<file path="config.mk">
export PLATFORM = sky130hd
export DESIGN_NAME = design_select_ctrl
export DESIGN_NICKNAME = d
export VERILOG_FILES = /design/src/rtl/design_select_pkg.sv /design/src/rtl/rr_arbiter.sv /design/src/rtl/design_select_ctrl.sv
export SDC_FILE = /design/constraint.sdc
export NUM_CORES = 1
export LEC_CHECK = 0
export ABC_CLOCK_PERIOD_IN_PS = 5750
export CORE_MARGIN = 2
export CORE_UTILIZATION = 35
export CTS_CLUSTER_SIZE = 28
export DETAILED_ROUTE_END_ITERATION = 12
export GPL_ROUTABILITY_DRIVEN = 1
export PLACE_DENSITY = 0.67
export SLEW_MARGIN = 10
export SYNTH_ARGS = -nofsm -noshare
export SYNTH_HDL_FRONTEND = slang
export SYNTH_SLANG_ARGS = --single-unit
</file>
<file path="constraint.sdc">
create_clock -name wb_clk_i -period 5.75 [get_ports wb_clk_i]
set_input_delay 1.725 -clock wb_clk_i [delete_from_list [all_inputs] [get_ports wb_clk_i]]
set_output_delay 1.725 -clock wb_clk_i [all_outputs]
set_load 0.01 [all_outputs]
</file>
<file path="src/rtl/design_select_pkg.sv">
// Shared types and defaults for the pad-sharing design selector.
package design_select_pkg;

  localparam int unsigned N_DESIGNS_DEFAULT   = 4;
  localparam int unsigned RES_W_DEFAULT       = 5;
  localparam int unsigned HOLD_CYCLES_DEFAULT = 8;

  // Result driven onto the pads once a full scan has completed.
  localparam logic [63:0] DONE_PATTERN = '1;

  typedef enum logic [2:0] {
    ST_IDLE,
    ST_ARB,
    ST_HOLD,
    ST_SCAN,
    ST_DONE
  } state_e;

endpackage

</file>
<file path="src/rtl/rr_arbiter.sv">
// Rotating-priority arbiter: combinational winner search plus last_grant register.
module rr_arbiter #(
  parameter int unsigned N = 4
) (
  input  logic                 clk,
  input  logic                 rst,
  input  logic [N-1:0]         req,
  input  logic                 advance,
  output logic                 found,
  output logic [N-1:0]         grant,
  output logic [$clog2(N)-1:0] winner_idx
);

  localparam int unsigned IDX_W = $clog2(N);

  logic [IDX_W-1:0] last_grant;

  // Search upward from last_grant+1 with wrap-around; first asserted request wins.
  always_comb begin
    logic [IDX_W-1:0] cand;
    found      = 1'b0;
    grant      = '0;
    winner_idx = '0;
    cand       = '0;
    for (int unsigned off = 1; off <= N; off++) begin
      cand = IDX_W'((32'(last_grant) + off) % N);
      if (!found && req[cand]) begin
        found       = 1'b1;
        grant[cand] = 1'b1;
        winner_idx  = cand;
      end
    end
  end

  // Remember the winner so the next search starts just past it.
  always_ff @(posedge clk or posedge rst) begin
    if (rst) begin
      last_grant <= IDX_W'(N - 1);
    end else if (advance && found) begin
      last_grant <= winner_idx;
    end
  end

endmodule

</file>
<file path="src/rtl/design_select_ctrl.sv">
// Selects which user design drives the shared result pads: round-robin
// arbitration in normal mode, a fixed sequential sweep in scan mode.
module design_select_ctrl
  import design_select_pkg::*;
#(
  parameter int unsigned N_DESIGNS   = N_DESIGNS_DEFAULT,
  parameter int unsigned RES_W       = RES_W_DEFAULT,
  parameter int unsigned HOLD_CYCLES = HOLD_CYCLES_DEFAULT
) (
  input  logic                         wb_clk_i,
  input  logic                         wb_rst_i,
  input  logic                         i_enable,
  input  logic                         i_test,
  input  logic [N_DESIGNS-1:0]         req_i,
  input  logic [N_DESIGNS*RES_W-1:0]   res_i,
  output logic [N_DESIGNS-1:0]         gnt_o,
  output logic [RES_W-1:0]             o_result,
  output logic                         o_busy
);

  localparam int unsigned IDX_W = $clog2(N_DESIGNS);
  localparam int unsigned CNT_W = $clog2(HOLD_CYCLES + 1);

  localparam logic [CNT_W-1:0]     CNT_LOAD = CNT_W'(HOLD_CYCLES - 1);
  localparam logic [IDX_W-1:0]     LAST_IDX = IDX_W'(N_DESIGNS - 1);
  localparam logic [N_DESIGNS-1:0] ONE_HOT0 = N_DESIGNS'(1);
  localparam logic [RES_W-1:0]     DONE_RES = DONE_PATTERN[RES_W-1:0];

  state_e           state;
  logic             en_meta, en_s, en_prev;
  logic             test_meta, test_s;
  logic [CNT_W-1:0] cnt;
  logic [IDX_W-1:0] scan_idx;
  logic [IDX_W-1:0] cur_idx;

  logic [RES_W-1:0] slices [N_DESIGNS];
  logic [RES_W-1:0] cur_slice;

  logic                 arb_found;
  logic                 arb_advance;
  logic [N_DESIGNS-1:0] arb_grant;
  logic [IDX_W-1:0]     arb_idx;

  for (genvar k = 0; k < N_DESIGNS; k++) begin : g_slice
    assign slices[k] = res_i[k*RES_W +: RES_W];
  end

  // Result slice of the design currently holding the grant.
  always_comb begin
    cur_slice = slices[cur_idx];
  end

  // Commit a new last_grant only on the edge that actually issues the grant.
  always_comb begin
    arb_advance = (state == ST_ARB) && en_s;
  end

  rr_arbiter #(
    .N(N_DESIGNS)
  ) u_arb (
    .clk        (wb_clk_i),
    .rst        (wb_rst_i),
    .req        (req_i),
    .advance    (arb_advance),
    .found      (arb_found),
    .grant      (arb_grant),
    .winner_idx (arb_idx)
  );

  // Two-flop synchronizers for the pad-level enable and scan select.
  always_ff @(posedge wb_clk_i or posedge wb_rst_i) begin
    if (wb_rst_i) begin
      en_meta   <= 1'b0;
      en_s      <= 1'b0;
      test_meta <= 1'b0;
      test_s    <= 1'b0;
    end else begin
      en_meta   <= i_enable;
      en_s      <= en_meta;
      test_meta <= i_test;
      test_s    <= test_meta;
    end
  end

  // Control FSM with registered grant, result and busy outputs.
  always_ff @(posedge wb_clk_i or posedge wb_rst_i) begin
    if (wb_rst_i) begin
      state    <= ST_IDLE;
      en_prev  <= 1'b0;
      gnt_o    <= '0;
      o_result <= '0;
      o_busy   <= 1'b0;
      cnt      <= '0;
      scan_idx <= '0;
      cur_idx  <= '0;
    end else begin
      en_prev <= en_s;
      if ((state != ST_IDLE) && !en_s) begin
        state    <= ST_IDLE;
        gnt_o    <= '0;
        o_result <= '0;
        o_busy   <= 1'b0;
        cnt      <= '0;
      end else begin
        case (state)
          ST_IDLE: begin
            gnt_o    <= '0;
            o_result <= '0;
            o_busy   <= 1'b0;
            if (en_s && !en_prev) begin
              if (test_s) begin
                state    <= ST_SCAN;
                scan_idx <= '0;
                cur_idx  <= '0;
                gnt_o    <= ONE_HOT0;
                cnt      <= CNT_LOAD;
                o_busy   <= 1'b1;
              end else begin
                state <= ST_ARB;
              end
            end
          end
          ST_ARB: begin
            gnt_o    <= '0;
            o_result <= '0;
            o_busy   <= 1'b0;
            if (arb_found) begin
              state   <= ST_HOLD;
              gnt_o   <= arb_grant;
              cur_idx <= arb_idx;
              cnt     <= CNT_LOAD;
              o_busy  <= 1'b1;
            end
          end
          ST_HOLD: begin
            if (cnt != '0) begin
              cnt      <= cnt - 1'b1;
              o_result <= cur_slice;
            end else begin
              state    <= ST_ARB;
              gnt_o    <= '0;
              o_result <= '0;
              o_busy   <= 1'b0;
            end
          end
          // Slot boundaries keep reporting the outgoing design's slice for one
          // more cycle; only the final slot hands over to the done pattern.
          ST_SCAN: begin
            if (cnt != '0) begin
              cnt      <= cnt - 1'b1;
              o_result <= cur_slice;
            end else if (scan_idx == LAST_IDX) begin
              state    <= ST_DONE;
              gnt_o    <= '0;
              o_result <= DONE_RES;
              o_busy   <= 1'b0;
            end else begin
              scan_idx <= scan_idx + 1'b1;
              cur_idx  <= scan_idx + 1'b1;
              gnt_o    <= ONE_HOT0 << (scan_idx + 1'b1);
              cnt      <= CNT_LOAD;
              o_result <= cur_slice;
            end
          end
          ST_DONE: begin
            gnt_o    <= '0;
            o_result <= DONE_RES;
            o_busy   <= 1'b0;
          end
          default: begin
            state    <= ST_IDLE;
            gnt_o    <= '0;
            o_result <= '0;
            o_busy   <= 1'b0;
          end
        endcase
      end
    end
  end

endmodule

</file>
==> results of run 1 <==
routing by layer:
layer | track usage (%) | share of wire [%]
met1 | 19.4 | 45
met2 | 26.5 | 48
met3 | 1.85 | 5.6
met4 | 3.50 | 1.0
met5 | 0 | 0
final cells by class:
cell class	count	area [µm²]	share of cell area (%)
Inverter	16	60.1	2.29
Clock buffer	3	41.3	1.57
Clock inverter	1	30.0	1.15
Timing Repair Buffer	37	370	14.1
Tap cell	75	93.8	3.58
Multi-Input combinational cell	177	1320	50.5
Sequential cell	28	703	26.8
sequential cells by signal, indices dropped and copies added (netlist names):
| name | cells |
|---|---|
| cnt | 4 |
| cur_idx | 2 |
| en_meta | 1 |
| en_prev | 1 |
| en_s | 1 |
| gnt_o | 4 |
| o_busy | 1 |
| o_result | 5 |
| scan_idx | 2 |
| state | 3 |
| test_meta | 1 |
| test_s | 1 |
| u_arb.last_grant | 2 |
stage by stage:
stage	utilization [%]	total power (W)	std cells
after floorplan	-	0.000863	236
after global placement	43.1	0.00102	333
after detailed placement	43.1	0.00103	333
after CTS	44.3	0.00119	337
after global routing	44.3	0.00130	337
final	44.3	0.00119	337
logic make-up (layout without fill, tap and decap cells):
group | Yosys count | in the layout | share of synthesized area, %
AO/OA/AOI/OAI | 73 | 73 | 23.2
buffers and inverters | 31 | 57 | 5.54
adder cells (fa/ha/maj) | 14 | 14 | 8.16
flip-flops | 28 | 28 | 32.8
AND/OR/NAND/NOR | 79 | 79 | 19.9
multiplexers | 11 | 11 | 10.4
worst paths after layout:
kind	slack, ps	end	from	cells after the start
setup / recovery	1830	cnt[2]	req_i[3]	6
hold reg to reg	360	en_s	en_meta	0
min in group asynchronous	2000	en_meta	wb_rst_i	2
max in group asynchronous	3110	gnt_o[0]	wb_rst_i	2
setup reg to reg	2560	cnt[2]	u_arb.last_grant[0]	7
hold / removal	360	en_s	en_meta	0
placed cells by master (no fill, tap or decap), types with 6 or more instances in the layout:
master           synthesis  final
clkdlybuf4s50_1          0     37
nor2_1                   9      9
a21oi_1                 23     23
a22oi_1                  6      6
nand2_1                 27     27
ha_1                    14     14
mux4_2                   9      9
inv_1                   16     16
dfrtp_1                 26     26
o21ai_0                 12     12
nand3_1                  7      7
power groups by stage:
stage | clock (W) | combinational (W) | sequential [W]
after floorplan | 0 | 0.000539 | 0.000324
after global placement | 0 | 0.000644 | 0.000375
after detailed placement | 0 | 0.000655 | 0.000377
after CTS | 0.000159 | 0.000657 | 0.000373
after global routing | 0.000168 | 0.000742 | 0.000386
final | 0.000157 | 0.000656 | 0.000373
==> results.txt, run 1 <==
nets@finish = 305
most numerous cell in the Yosys netlist = nand2_1
antenna cells = 0
crit path cell chain = clkdlybuf4s50_1 > mux4_2 > or4_4 > o311ai_4 > a21oi_1 > o211a_1
router iterations before antenna repair = 4
CP Launch Type = input pin
Final Slew Violations = 0
final instance area = 2620 µm²
Clk pwr share = 13.2%
Main synth FF type = dfrtp_1
Worst setup EP type = flip-flop
Hold-fix buffers, CTS = 0
# Max-Cap Violations = 0
GRT overflow = 0
die area = 6770 µm²
Max IR drop VDD = 261 µV
Worst-path clk slew = 100 ps
remaining antenna violation count = 0
share of the synthesized area in the top cell type = 30.3%
Psw = 0.000516 W
outcome = complete, no violations
fmax = 255 MHz
clock sinks = 28
Int Power = 0.000669 W
Clock Skews = 2.36 ps
clk_lat worst skew = 280 ps
global-route wire length before repair = 8.01 mm
Async S/R FF share, synth = 100%
Mapped Cells = 236
sequential-to-total area share from yosys stat = 32.8%
CP Max Fanout = 12
Final WS setup = 1830 ps
unrepaired setup endpoints after global routing = false
WL per Instance = 14.5 µm
fin crit period = 3920 ps
placed wire-length estimate = 3.64 mm
Syn. warnings = 0
clock root buffer = clkbuf_8
crit path buf inv count = 1
die height = 82.3 µm
CTS tree = built
setup TNS = 0 ps
Worst path slowest cell = mux4_2
ranking of synthesized cells by area = dfrtp_1 30%, mux4_2 9.4%, ha_1 8.2%, a21oi_1 5.4%, nand2_1 4.7%
core area = 5920 µm²
vias post-DR = 1883
share of cells above drive strength 1 = 8.78%
Yosys reg bits = 28
Rel. slew slack = 29.0%
post-synth top area cell = dfrtp_1
row cnt = 28
Hold Vio Cnt, Final = 0
worst setup path category = input pin to flip-flop
H-tree lvl count = 1
Switching Fraction = 43.5%
CTS resizes = 0
final WL = 4.89 mm
LEAKAGE = 1.10 nW
largest net degree at the start of global routing = 29
worst hold path type = flip-flop to flip-flop
gpl congestion = 0.828
number of CTS-inserted buffers = 3
post-CTS setup buffers = 0
fin crit share = 68.1%
critical path's top delay family = compound AO/OA/AOI/OAI gates
layout filler cell count = 566
Logic pwr share = 55.3%
I/O Pins = 38
Seq pwr share = 31.4%
CP required = 5930 ps
PD cells = 452 nW/µm²
vias per cell = 5.59
Worst path max stage delay = 630 ps
maximum clock path buffer count = 2
Critical Path AT = 4090 ps
DRT iter0 DRCs = 132
area of the mapped netlist = 2150 µm²
vias in the first global route = 1724
Worst Tran Pin Value = 1060 ps
pre-CTS setup slack = 1540 ps
EDFF count, synth = 0
Syn Nets = 278
Layout area overhead = 22.2%
Post-synth top cells = 27 x nand2_1, 26 x dfrtp_1, 23 x a21oi_1
Buffers on Ports = 37
Remaining DRCs = 0
Die X = 82.3 µm
Post-Syn Area per Cell = 9.09 µm²
Placed Area = 2550 µm²
initial antenna violation count = 0
endpoints failing setup = 0
Hold WS = 357 ps
Initial Utilization = 36.2%
Total GRT Usage = 15.0%
post-synthesis cell type count = 51
Note: power is estimated with default switching activity, not from simulation.
==> run 2, diff against run 1 <==
- ABC_CLOCK_PERIOD_IN_PS: 5750 -> 3700
- clock period: 5.75 -> 3.7 ns (I/O delays scaled with it)
==> results.txt, run 2 (synthesis results as in run 1) <==
maximum clock path buffer count = 2 (unchanged)
antenna cells = 0 (unchanged)
Worst path slowest cell = or4_4
CP required = 3880 ps (-2050 ps)
Die X = 82.3 µm (unchanged)
largest net degree at the start of global routing = 29 (unchanged)
Buffers on Ports = 37 (unchanged)
WL per Instance = 14.6 µm (+0.75%)
Max IR drop VDD = 321 µV (+23%)
global-route wire length before repair = 8.40 mm (+4.9%)
Final Slew Violations = 0 (unchanged)
endpoints failing setup = 0 (unchanged)
clk_lat worst skew = 280 ps (about the same)
vias in the first global route = 1786 (+3.6%)
LEAKAGE = 1.14 nW (+3.1%)
remaining antenna violation count = 0 (unchanged)
fmax = 314 MHz
met1 Use GR = 20.9% (+1.6 points)
row cnt = 28 (unchanged)
Initial Utilization = 36.2% (unchanged)
clock root buffer = clkbuf_8
crit path cell chain = clkdlybuf4s50_1 > mux4_2 > or4_4 > o311ai_4 > a21oi_1 > o211a_1
placed wire-length estimate = 3.82 mm (+5.1%)
Worst setup EP type = flip-flop
die area = 6770 µm² (unchanged)
GRT overflow = 0 (unchanged)
Hold Vio Cnt, Final = 0 (unchanged)
worst setup path category = input pin to flip-flop
crit path buf inv count = 1 (unchanged)
gpl congestion = 0.821 (-0.88%)
Layout area overhead = 24.7%
busiest grt layer = met2
CP Launch Type = input pin
CP Max Fanout = 7 (-5)
unrepaired setup endpoints after global routing = false
share of cells above drive strength 1 = 11.2% (+2.4 points)
Worst-path clk slew = 100 ps (about the same)
min-delay src = test_meta
vias post-DR = 1870 (-0.69%)
router iterations before antenna repair = 4 (unchanged)
most frequent cells in the layout = 37 x clkdlybuf4s50_1, 27 x nand2_1, 26 x dfrtp_1
outcome = complete, no violations
CTS resizes = 0 (unchanged)
Remaining DRCs = 0 (unchanged)
clock sinks = 28 (unchanged)
Rel. slew slack = 59.8% (+31 points)
post-CTS setup buffers = 0 (unchanged)
Worst path max stage delay = 580 ps (-50 ps)
max reg flops = 5 (unchanged)
setup TNS = 0 ps (unchanged)
R2R Path End = cnt[2]
R2R Setup Slk = 750 ps (-1810 ps)
crit path to = cnt[2]
worst hold path type = flip-flop to flip-flop
biggest regs = o_result: 5 flops, cnt: 4 flops, gnt_o: 4 flops
CTS tree = built
M3 GR Usage = 1.74% (-0.11 points)
critical path's top delay family = compound AO/OA/AOI/OAI gates
vias per cell = 5.44 (-2.7%)
PD cells = 710 nW/µm² (+57%)
R2R cell count = 7 (unchanged)
H-tree lvl count = 1 (unchanged)
core area = 5920 µm² (unchanged)
DRT iter0 DRCs = 143 (+8.3%)
nets@finish = 312 (+2.3%)
fin crit share = 86.1%
pre-CTS setup slack = 214 ps (-1330 ps)
Biggest register = o_result
Clock Skews = 6.16 ps (+3.79 ps)
die height = 82.3 µm (unchanged)
Hold-fix buffers, CTS = 0 (unchanged)
Worst Tran Pin Value = 602 ps (-461 ps)
fin crit period = 3180 ps
reg-to-reg startpoint = u_arb.last_grant[1]
M2 GR Usage = 27.0% (+0.56 points)
most common cell after layout, fill and taps aside = clkdlybuf4s50_1
WP depth = 6 (unchanged)
Crit. Startpoint = req_i[3]
number of CTS-inserted buffers = 3 (unchanged)
Total GRT Usage = 15.7% (+0.72 points)
layout filler cell count = 572 (+1.1%)
I/O Pins = 38 (unchanged)
Final WS setup = 515 ps (-1320 ps)
final WL = 5.03 mm (+2.8%)
Critical Path AT = 3360 ps (-730 ps)
# Max-Cap Violations = 0 (unchanged)
initial antenna violation count = 0 (unchanged)
==> run 2: worst min path at each step <==
| stage | endpoint | slack, ps | depth (start not counted) |
|---|---|---|---|
| after detailed placement | test_s | 340 | 0 |
| after CTS | test_s | 360 | 0 |
| after global placement | en_s | 340 | 0 |
| after global routing | en_s | 370 | 0 |
| final | test_s | 360 | 0 |
| after floorplan | en_s | 330 | 0 |
==> run 2: final cells by class <==
type	instances	area, µm²	share of cell area (%)
inverter	16	60.1	2.25
timing repair buffer	44	423	15.8
sequential	28	703	26.3
clock inverter	1	30.0	1.12
tap	75	93.8	3.51
clock buffer	3	41.3	1.54
multi-input combinational	177	1320	49.5
==> run 2: where the power goes <==
part	internal, W	total, W	leakage [nW]	switching, W
combinational	0.000538	0.00110	0.746	0.000567
sequential	0.000401	0.000552	0.356	0.000151
clock	0.000145	0.000244	0.0357	0.0000988
==> run 2: metrics by stage <==
stage	cell area, µm²	hold WS (ps)	cells	utilization (%)	power (W)
after CTS	2680	359	344	45.2	0.00192
after detailed placement	2600	336	340	44.0	0.00167
after global placement	2600	335	340	44.0	0.00164
after global routing	2680	372	344	45.2	0.00208
after floorplan	2150	331	236	-	0.00134
final	2680	357	344	45.2	0.00190
==> run 2: worst register-to-register path, cell delays in order (launching register included) <==
cell and delay, ps:
dfstp_2 660, inv_1 160, ha_1 440, mux4_2 370, or4_4 580, o311ai_4 340
a21oi_1 80, o211a_1 220
==> run 2: metal layers <==
| metal | vias to the layer above | part of all wire, % |
|---|---|---|
| met5 | - | 0 |
| met4 | 0 | 1.2 |
| met3 | 6 | 4.2 |
| met2 | 40 | 49 |
| met1 | 887 | 45 |
| li1 | 937 | - |
==> run 3, diff against run 2 <==
- CAP_MARGIN: unset -> 30
==> results of run 3 <==
Same layout as run 2: the final DEF is identical, and so are final timing and power.
